===== config.mk =====
export PLATFORM = sky130hd
export DESIGN_NAME = ble_command_supervisor
export DESIGN_NICKNAME = d
export VERILOG_FILES = /design/src/rtl/ble_pkg.sv /design/src/rtl/ble_slew_limiter.sv /design/src/rtl/ble_command_supervisor.sv
export SDC_FILE = /design/constraint.sdc
export NUM_CORES = 1
export LEC_CHECK = 0
export ABC_AREA = 0
export CAP_MARGIN = 25
export CORE_MARGIN = 2
export CORE_UTILIZATION = 56
export DETAILED_ROUTE_END_ITERATION = 10
export PLACE_DENSITY = 0.87
export SLEW_MARGIN = 30
export SYNTH_ARGS = -nofsm -noshare
export SYNTH_HDL_FRONTEND = slang
export SYNTH_HIERARCHICAL = 1
export SYNTH_SLANG_ARGS = --single-unit

===== constraint.sdc =====
create_clock -name clk -period 8.3 [get_ports clk]
set_clock_uncertainty 0.2 [all_clocks]
set_input_delay 1.66 -clock clk [delete_from_list [all_inputs] [get_ports clk]]
set_output_delay 1.66 -clock clk [all_outputs]
set_load 0.01 [all_outputs]

===== src/rtl/ble_pkg.sv =====
`default_nettype none
// ============================================================================
//  Module      : ble_pkg
//  Description : Shared types and command codes for the BLE command
//                supervisor: supervisor state encoding plus arm/disarm bytes.
//  Revision    : 1.0 - initial release
// ============================================================================
package ble_pkg;

    // Supervisor state encoding, visible externally on sup_state
    typedef enum logic [1:0] {
        ST_DISARMED = 2'd0,
        ST_ARMED    = 2'd1,
        ST_FAILSAFE = 2'd2
    } sup_state_t;

    // Byte that requests arming (motor byte) or MPU init (mpu byte)
    localparam logic [7:0] ARM_CODE    = 8'hA5;
    // Motor byte that releases the supervisor from FAILSAFE
    localparam logic [7:0] DISARM_CODE = 8'h00;

endpackage
`default_nettype wire


===== src/rtl/ble_slew_limiter.sv =====
`default_nettype none
// ============================================================================
//  Module      : ble_slew_limiter
//  Description : One-axis setpoint slew limiter. On each shared tick the
//                setpoint moves one LSB toward the signed target and holds
//                once equal. A unit step toward an in-range target can never
//                leave the 8-bit signed range, so no wrap is possible.
//  Revision    : 1.0 - initial release
// ============================================================================
module ble_slew_limiter (
    input  logic       clk,
    input  logic       rst,
    input  logic       tick,
    input  logic [7:0] target,
    output logic [7:0] setpoint
);

    logic signed [7:0] sp_s;
    logic signed [7:0] tgt_s;

    assign sp_s  = $signed(setpoint);
    assign tgt_s = $signed(target);

    // Step the setpoint by one toward the target on every tick
    always_ff @(posedge clk or posedge rst) begin
        if (rst) begin
            setpoint <= 8'h00;
        end else if (tick) begin
            if (sp_s < tgt_s) begin
                setpoint <= setpoint + 8'h01;
            end else if (sp_s > tgt_s) begin
                setpoint <= setpoint - 8'h01;
            end
        end
    end

endmodule
`default_nettype wire


===== src/rtl/ble_command_supervisor.sv =====
`default_nettype none
// ============================================================================
//  Module      : ble_command_supervisor
//  Description : Supervises BLE command packets for a gimbal/motor controller:
//                arm/disarm/failsafe state machine, link watchdog, gain
//                reload with update pulse, edge-detected MPU init request and
//                slew-limited pitch/yaw setpoints. All outputs are registered.
//  Revision    : 1.0 - initial release
// ============================================================================
module ble_command_supervisor #(
    parameter int         TIMEOUT_CYCLES = 50_000_000,
    parameter int         SLEW_DIV       = 100_000,
    parameter logic [7:0] ARM_CODE       = ble_pkg::ARM_CODE
) (
    input  logic       clk,
    input  logic       rst,
    input  logic       vector_valid,
    input  logic [7:0] initialize_mpu_motor,
    input  logic [7:0] initialize_mpu,
    input  logic [7:0] ble_set_pitch,
    input  logic [7:0] ble_set_yaw,
    input  logic [7:0] ble_pitch_kP,
    input  logic [7:0] ble_pitch_kI,
    input  logic [7:0] ble_pitch_kD,
    input  logic [7:0] ble_yaw_kP,
    input  logic [7:0] ble_yaw_kI,
    input  logic [7:0] ble_yaw_kD,
    output logic [7:0] pitch_setpoint,
    output logic [7:0] yaw_setpoint,
    output logic [7:0] pitch_kP,
    output logic [7:0] pitch_kI,
    output logic [7:0] pitch_kD,
    output logic [7:0] yaw_kP,
    output logic [7:0] yaw_kI,
    output logic [7:0] yaw_kD,
    output logic       gains_update,
    output logic       mpu_init_req,
    output logic       motor_enable,
    output logic       link_ok,
    output logic [1:0] sup_state
);

    import ble_pkg::*;

    localparam int CNT_W = $clog2(TIMEOUT_CYCLES + 1);
    localparam int DIV_W = $clog2(SLEW_DIV + 1);
    localparam logic [CNT_W-1:0] TIMEOUT_VAL = CNT_W'(TIMEOUT_CYCLES);
    localparam logic [DIV_W-1:0] DIV_LAST    = DIV_W'(SLEW_DIV - 1);

    sup_state_t       state;
    sup_state_t       state_next;
    logic [CNT_W-1:0] wd_count;
    logic [CNT_W-1:0] wd_next;
    logic [DIV_W-1:0] div_count;
    logic             tick;
    logic [7:0]       target_pitch;
    logic [7:0]       target_yaw;
    logic [7:0]       last_mpu;
    logic             gains_load;

    // Gains are accepted from any packet except while in FAILSAFE
    assign gains_load = vector_valid && (state != ST_FAILSAFE);
    assign sup_state  = state;
    assign tick       = (div_count == DIV_LAST);

    // State register
    always_ff @(posedge clk or posedge rst) begin
        if (rst) begin
            state <= ST_DISARMED;
        end else begin
            state <= state_next;
        end
    end

    // Next-state logic and next watchdog count; a packet clears the
    // watchdog, so it always wins over a coinciding timeout
    always_comb begin
        wd_next    = wd_count;
        state_next = state;
        if (vector_valid) begin
            wd_next = '0;
        end else if (wd_count != TIMEOUT_VAL) begin
            wd_next = wd_count + 1'b1;
        end
        case (state)
            ST_DISARMED: begin
                if (vector_valid && (initialize_mpu_motor == ARM_CODE)) begin
                    state_next = ST_ARMED;
                end
            end
            ST_ARMED: begin
                if (vector_valid) begin
                    if (initialize_mpu_motor != ARM_CODE) begin
                        state_next = ST_DISARMED;
                    end
                end else if (wd_next == TIMEOUT_VAL) begin
                    state_next = ST_FAILSAFE;
                end
            end
            ST_FAILSAFE: begin
                if (vector_valid && (initialize_mpu_motor == DISARM_CODE)) begin
                    state_next = ST_DISARMED;
                end
            end
            default: begin
                state_next = ST_DISARMED;
            end
        endcase
    end

    // Watchdog count and link status; the count starts saturated so the
    // link reads down until the first packet arrives
    always_ff @(posedge clk or posedge rst) begin
        if (rst) begin
            wd_count <= TIMEOUT_VAL;
            link_ok  <= 1'b0;
        end else begin
            wd_count <= wd_next;
            link_ok  <= (wd_next < TIMEOUT_VAL);
        end
    end

    // Motor enable follows the registered state
    always_ff @(posedge clk or posedge rst) begin
        if (rst) begin
            motor_enable <= 1'b0;
        end else begin
            motor_enable <= (state_next == ST_ARMED);
        end
    end

    // Gain reload and its one-cycle update pulse
    always_ff @(posedge clk or posedge rst) begin
        if (rst) begin
            pitch_kP     <= 8'h00;
            pitch_kI     <= 8'h00;
            pitch_kD     <= 8'h00;
            yaw_kP       <= 8'h00;
            yaw_kI       <= 8'h00;
            yaw_kD       <= 8'h00;
            gains_update <= 1'b0;
        end else begin
            gains_update <= gains_load;
            if (gains_load) begin
                pitch_kP <= ble_pitch_kP;
                pitch_kI <= ble_pitch_kI;
                pitch_kD <= ble_pitch_kD;
                yaw_kP   <= ble_yaw_kP;
                yaw_kI   <= ble_yaw_kI;
                yaw_kD   <= ble_yaw_kD;
            end
        end
    end

    // MPU init request on a rising edge of the accepted mpu byte vs ARM_CODE
    always_ff @(posedge clk or posedge rst) begin
        if (rst) begin
            last_mpu     <= 8'h00;
            mpu_init_req <= 1'b0;
        end else begin
            mpu_init_req <= 1'b0;
            if (vector_valid) begin
                last_mpu     <= initialize_mpu;
                mpu_init_req <= (initialize_mpu == ARM_CODE) && (last_mpu != ARM_CODE);
            end
        end
    end

    // Targets track packet values only while armed, otherwise pull to zero
    always_ff @(posedge clk or posedge rst) begin
        if (rst) begin
            target_pitch <= 8'h00;
            target_yaw   <= 8'h00;
        end else if (state_next == ST_ARMED) begin
            if (vector_valid) begin
                target_pitch <= ble_set_pitch;
                target_yaw   <= ble_set_yaw;
            end
        end else begin
            target_pitch <= 8'h00;
            target_yaw   <= 8'h00;
        end
    end

    // Free-running slew divider shared by both axes
    always_ff @(posedge clk or posedge rst) begin
        if (rst) begin
            div_count <= '0;
        end else if (tick) begin
            div_count <= '0;
        end else begin
            div_count <= div_count + 1'b1;
        end
    end

    ble_slew_limiter u_slew_pitch (
        .clk      (clk),
        .rst      (rst),
        .tick     (tick),
        .target   (target_pitch),
        .setpoint (pitch_setpoint)
    );

    ble_slew_limiter u_slew_yaw (
        .clk      (clk),
        .rst      (rst),
        .tick     (tick),
        .target   (target_yaw),
        .setpoint (yaw_setpoint)
    );

endmodule
`default_nettype wire


==> impl_metrics.json, run 1 <==
{
  "cts_tree": "built",
  "worst-path-buf-inv": 5,
  "leakage_uw": 0.004106,
  "r2r-start": "u_slew_pitch/setpoint[5]",
  "ctsResizeCount": 0,
  "die-area_um2": 13890,
  "ys_types": 69,
  "cp_slowest_cell": "buf_4",
  "sw_frac_of_total": 0.2577,
  "core_area_um2": 12620,
  "critPathLaunchType": "input port",
  "cts_made_buffers": 17,
  "fin_util": 0.7440,
  "cp-startpoint": "vector_valid",
  "cp_max_fo": 58,
  "grt_pass1_wl_mm": 28.17,
  "insertion_delay_ns": 0.42,
  "track_usage": 0.2549,
  "critPathTopFamily": "buffers and inverters",
  "hold_path.class": "flip-flop to flip-flop",
  "async_flop_share": 1.000,
  "initial_utilization": 0.5751,
  "switchingPower_uw": 504.7,
  "ys_seq_area_frac": 0.4745,
  "cp_common_cell": "buf_4",
  "max_freq_ghz": 0.2732,
  "synth_top_area_cell": "dfrtp_1",
  "dr.first_iter.drc_count": 260,
  "cap_violations": 0,
  "diodes": 0,
  "period_needed_ns": 3.660,
  "status": "complete, no violations",
  "root_buffer": "clkbuf_16",
  "cts_buffer_depth": 2,
  "synthCells": 647,
  "synth-edff-count": 0,
  "io_pins": 153,
  "powerDensity_nw_per_um2": 208.6,
  "syn_to_final_growth_pct": 29.38,
  "hold_buffers": 0,
  "avgSynthCellArea_um2": 11.22,
  "finalSetupViolCount": 0,
  "fillers": 854,
  "relSlewSlack": 0.4929,
  "first_pass_iters": 7,
  "synth_area_leaders": "dfrtp_1 (43%), mux2_2 (12%), dfstp_2 (4.3%)",
  "yosysTopAreaCellShare": 0.4310,
  "rsz0062_at_grt": "false",
  "vias_per_cell": 5.689,
  "finalMaxSlewViolations": 0,
  "synth_area_um2": 7257,
  "power.clock.fraction": 0.358,
  "ant_nets": 0,
  "critical_path_class": "input port to flip-flop",
  "routabilityCongestion": 0.9785,
  "p_total_uw": 1958,
  "dp_hpwl_mm": 12.17,
  "hold_start": "div_count[0]",
  "drive_above_1_share": 0.2138,
  "max_stage_delay_ns": 0.53,
  "io_buffers": 152,
  "path_cells": "buf_2 -> buf_4 -> inv_1 -> a32oi_1 -> o21ai_2 -> nor4_4 -> buf_6 -> buf_4 -> a21oi_2",
  "grt_overflow": 0,
  "clk_pin_slew_ns": 0.06,
  "grt_pass1_vias": 5905,
  "wl_mm": 17.12,
  "cts_sinks": 137,
  "peakVddDrop_uv": 216.2,
  "die_height_um": 117.8,
  "yosysWarnings": 6,
  "drc": 0,
  "finalHoldViolations": 0,
  "ys_ff_latch": 137,
  "cp-end-kind": "flip-flop",
  "row_count": 41,
  "critPathArrivalTime_ns": 3.76,
  "setup-tns-final_ns": 0,
  "htree_levels": 4,
  "avgRoutedWirePerCell_um": 17.45,
  "power_frac_seq": 0.421,
  "pwr-share-comb": 0.221,
  "antenna_found_initial": 0,
  "post-route-period-util": 0.4410,
  "finalNetCount": 900,
  "synth-main-ff-cell": "dfrtp_1",
  "vias": 5581,
  "p_int_uw": 1454,
  "grt_max_degree": 86,
  "syn-num-nets": 751,
  "tightest_slew_ns": 0.7606,
  "required_ns": 8.40,
  "die_x_um": 117.8,
  "post-cts-setup-buffers": 0
}
-- synthesized netlist by cell type (3+ instances only) --
master	n
a21oi_1	17
a21oi_2	11
a31oi_1	4
and2_1	3
and3_1	4
and4_1	6
buf_1	7
buf_2	4
clkbuf_1	8
clkbuf_8	3
dfrtp_1	125
dfstp_2	12
ha_1	21
inv_1	32
mux2_2	75
mux2i_1	14
nand2_1	43
nand2b_1	3
nand3_1	32
nand3_2	4
nand3b_1	3
nand4_1	13
nand4b_1	3
nor2_1	57
nor2b_1	5
nor3_1	3
nor3_2	3
nor4_1	5
nor4b_1	3
nor4bb_1	4
o21ai_0	8
o22ai_1	3
or2_2	3
or3_1	6
or4_1	4
xnor2_1	21
xor2_1	31
-- kinds of logic after synthesis --
| logic type | Yosys count | share of synthesized area |
|---|---|---|
| and+or+nand+nor | 225 | 0.1807 |
| buffers and inverters | 60 | 0.04810 |
| DFF | 137 | 0.4745 |
| adders and majority gates | 21 | 0.03621 |
| muxes | 89 | 0.1357 |
| xor gates and xnor gates | 52 | 0.06276 |
| AOI/OAI and AO/OA | 63 | 0.06207 |
-- routing by layer --
layer  track usage  vias to the layer above  routed length, µm
met3       0.09205                       44               1436
met5             0                        -                  0
met4        0.1130                        0                460
met1        0.2923                     2734               6690
met2        0.4284                      230               8534
li1              -                     2573                  -
-- worst paths after layout --
path / to / slack [ns] / depth (start not counted)
max: target_yaw[5] / 4.64 / 9
min: div_count[0] / 0.29 / 1
max reg2reg: u_slew_pitch/setpoint[4] / 4.65 / 12
min reg2reg: div_count[0] / 0.29 / 1
max in group asynchronous: yaw_kP[7] / 5.35 / 3
min in group asynchronous: u_slew_pitch/setpoint[0] / 1.41 / 2
-- state kept, by name, summed over array words and instances, names as in the netlist --
signal                 flops
gains_update               1
motor_enable               1
link_ok                    1
pitch_kP                   8
yaw_kD                     8
yaw_kP                     8
div_count                 17
u_slew_yaw/setpoint        8
u_slew_pitch/setpoint      8
pitch_kI                   8
yaw_kI                     8
last_mpu                   8
pitch_kD                   8
target_yaw                 8
target_pitch               8
mpu_init_req               1
sup_state                  2
wd_count                  26
-- power by group through the flow --
stage,sequential (µW),combinational (µW),clock (µW)
2_1_floorplan,872,121,0
3_3_place_gp,826,424,0
3_5_place_dp,835,433,0
4_1_cts,826,439,711
5_1_grt,838,460,745
6_report,825,432,702
-- metrics by stage --
step / area [µm²] / setup slack (ns) / std cells / hold slack, ns
floorplan: 7257 / 3.246 / 647 / 0.2541
global placement: 8807 / 3.981 / 947 / 0.2803
detailed placement: 8835 / 4.251 / 949 / 0.2835
CTS: 9389 / 4.647 / 981 / 0.2911
global route: 9389 / 4.499 / 981 / 0.3226
finish: 9389 / 4.640 / 981 / 0.2901
-- cells in the final DEF (no fill, tap or decap), types with 4 or more instances in the layout --
cell	n
clkdlybuf4s50_1	151
dfrtp_1	125
mux2_2	75
nor2_1	57
nand2_1	42
nand3_1	32
xor2_1	31
inv_1	31
xnor2_1	21
ha_1	21
a21oi_1	17
clkbuf_16	17
mux2i_1	14
nand4_1	13
dfstp_2	12
a21oi_2	11
o21ai_0	8
and4_1	6
or3_1	6
clkinvlp_4	6
nor2b_1	5
a31oi_1	4
and3_1	4
nor4_1	4
nor4bb_1	4
or4_1	4
buf_4	4
nand3_2	4
-- layout make-up --
cell class / instances / area, µm² / share of cell area
Inverter: 32 / 122.6 / 0.01306
Sequential cell: 137 / 3443 / 0.3667
Multi-Input combinational cell: 450 / 3485 / 0.3711
Clock buffer: 18 / 429.2 / 0.04571
Tap cell: 172 / 215.2 / 0.02292
Timing Repair Buffer: 158 / 1569 / 0.1671
Clock inverter: 14 / 125.1 / 0.01333
Note: power is estimated with default switching activity, not from simulation.
==> run 2: changes to the inputs <==
--- a/config.mk
+++ b/config.mk
@@ -8,9 +8,9 @@
 export ABC_AREA = 0
 export CAP_MARGIN = 25
 export CORE_MARGIN = 2
-export CORE_UTILIZATION = 56
+export CORE_UTILIZATION = 47
 export DETAILED_ROUTE_END_ITERATION = 10
-export PLACE_DENSITY = 0.87
+export PLACE_DENSITY = 0.77
 export SLEW_MARGIN = 30
 export SYNTH_ARGS = -nofsm -noshare
 export SYNTH_HDL_FRONTEND = slang
==> constraint.sdc (replaced) <==
create_clock -name clk -period 3.3 [get_ports clk]
set_clock_uncertainty 0.2 [all_clocks]
set_input_delay 0.66 -clock clk [delete_from_list [all_inputs] [get_ports clk]]
set_output_delay 0.66 -clock clk [all_outputs]
set_load 0.01 [all_outputs]
==> run 2 against run 1 <==
  * Sequential share of layout area fell by 1.0 points
  * First-iteration DRC count fell by 6.2%
  * Non-clock buffer count is 17 higher
  * Hold slack better by 0.0078 ns
  * Cell count increased by 3.4%
  * Clock-buffer cell count is 1 lower
  * Final area up 2.9%
  * Sequential power increased to 2.5 times the previous value
  * Total power increased to 2.6 times the previous value
==> impl_metrics.json, run 2 (synthesis results as in run 1) <==
{
  "reg2reg_to": "u_slew_pitch/setpoint[4]",
  "cp_max_fo": 4,
  "critPathArrivalTime_ns": 3.32,
  "cts_sinks": 137,
  "status": "complete, no violations",
  "insertion_delay_ns": 0.42,
  "critical_path_class": "flip-flop to flip-flop",
  "leakage_uw": 0.004241,
  "relSlewSlack": 0.5679,
  "grt_pass1_wl_mm": 28.41,
  "post-route-period-util": 0.9645,
  "die_height_um": 128.3,
  "wl_mm": 16.79,
  "dp_hpwl_mm": 11.81,
  "cts_buffer_depth": 2,
  "io_buffers": 152,
  "grt_overflow": 0,
  "endpoint": "u_slew_pitch/setpoint[4]",
  "track_usage": 0.2167,
  "drc": 0,
  "fillers": 1141,
  "root_buffer": "clkbuf_16",
  "p_int_uw": 3830,
  "fin_util": 0.6376,
  "row_count": 45,
  "syn_to_final_growth_pct": 33.07,
  "first_pass_iters": 4,
  "powerDensity_nw_per_um2": 529.9,
  "reg_top3": "wd_count (26), div_count (17)",
  "cap_violations": 0,
  "max_freq_ghz": 0.3142,
  "vias": 5518,
  "io_pins": 153,
  "cp-end-kind": "flip-flop",
  "htree_levels": 4,
  "routabilityCongestion": 0.9401,
  "layout_commonest_cell": "clkdlybuf4s50_1",
  "cts_tree": "built",
  "diodes": 0,
  "antenna_found_initial": 0,
  "finalHoldViolations": 0,
  "pwr-share-comb": 0.211,
  "die-area_um2": 16450,
  "cts_made_buffers": 17,
  "period_needed_ns": 3.183,
  "sw_frac_of_total": 0.2516,
  "cp-startpoint": "target_pitch[3]",
  "avgRoutedWirePerCell_um": 16.56,
  "required_ns": 3.44,
  "clk_pin_slew_ns": 0.06,
  "power.clock.fraction": 0.384,
  "grt_max_degree": 122,
  "r2r-start": "target_pitch[3]",
  "rrSetupSlack_ns": 0.12,
  "layout_common_cells": "clkdlybuf4s50_1 (151), dfrtp_1 (125), mux2_2 (75)",
  "setup-tns-final_ns": 0,
  "finalNetCount": 917,
  "critPathLaunchType": "flip-flop",
  "hold_buffers": 0,
  "hold_start": "div_count[11]",
  "tightest_slew_ns": 0.6481,
  "die_x_um": 128.3,
  "regMostFlops": "wd_count",
  "grt_pass1_vias": 5902,
  "core_area_um2": 15150,
  "finalSetupViolCount": 0,
  "initial_utilization": 0.4791,
  "hold_path.class": "flip-flop to flip-flop",
  "drive_above_1_share": 0.2385,
  "dr.first_iter.drc_count": 244,
  "power_frac_seq": 0.405,
  "ant_nets": 0,
  "vias_per_cell": 5.442,
  "switchingPower_uw": 1287,
  "largest_register_ffs": 26,
  "peakVddDrop_uv": 398.2,
  "r2r_cells": 14,
  "finalMaxSlewViolations": 0
}
[run 2: changes by cell type in the layout (fill, tap and decap cells not counted), moves of 2 or more]
cell	before	now
buf_6	2	0
buf_4	4	20
ha_2	0	2
inv_8	0	2
ha_1	21	19
a21oi_2	11	13
clkinv_4	2	4
buf_12	0	3
a21oi_1	17	15
bufinv_16	1	3
clkinvlp_4	6	2
[run 2: how the worst min path moves through the flow]
stage | end | slack, ns | depth (start not counted)
floorplan | div_count[8] | 0.25 | 1
global placement | div_count[0] | 0.27 | 1
detailed placement | div_count[0] | 0.28 | 1
CTS | div_count[11] | 0.30 | 1
global route | last_mpu[2] | 0.31 | 1
finish | div_count[11] | 0.30 | 1
[run 2: final cells by class]
type                            count  area (µm²)  area share
Clock inverter                     15       191.4     0.01982
Multi-Input combinational cell    450        3511      0.3636
Inverter                           32       123.9     0.01283
Sequential cell                   137        3443      0.3566
Timing Repair Buffer              175        1727      0.1788
Clock buffer                       17       425.4     0.04405
Tap cell                          188       235.2     0.02436
[run 2: worst max-delay path: stages (launching register included)]
cell and delay [ns]:
dfrtp_1 0.35, inv_1 0.05, ha_1 0.32, a21oi_1 0.16, o22ai_1 0.11, nor4b_2 0.23, buf_4 0.17, a21oi_4 0.06
xor2_1 0.16, ha_2 0.22, nor2_1 0.13, nand3b_1 0.12, or3_2 0.44, mux2i_2 0.20, xor2_1 0.18
[run 2: power by group through the flow]
stage               sequential, µW  combinational [µW]  clock [µW]
floorplan                     2190                 305           0
global placement              2080                1070           0
detailed placement            2100                1090           0
CTS                           2070                1100        2010
global route                  2100                1160        2090
finish                        2070                1080        1960
[run 2: metal layers]
metal | global-route usage | part of all wire
met2 | 0.3533 | 0.48
met5 | 0 | 0
met3 | 0.07387 | 0.075
met1 | 0.2650 | 0.42
met4 | 0.08597 | 0.020
[run 2: metrics by stage]
step	cell area (µm²)	hold WS [ns]	setup WS [ns]	power [µW]	std cells
detailed placement	8971	0.2787	-0.02841	3188	977
CTS	9595	0.2984	0.02672	5184	1010
floorplan	7261	0.2541	0.04839	2498	647
global placement	8971	0.2673	0.1375	3153	977
global route	9657	0.3099	-0.05160	5356	1014
finish	9657	0.2979	0.1172	5117	1014
[run 2: what timing repair did]
item / 4_1_cts / 5_1_grt
buffers inserted: 1 / 4
endpoints found under the setup margin: 1 / 2
pin swaps: 1 / 3
resized for setup: 0 / 7
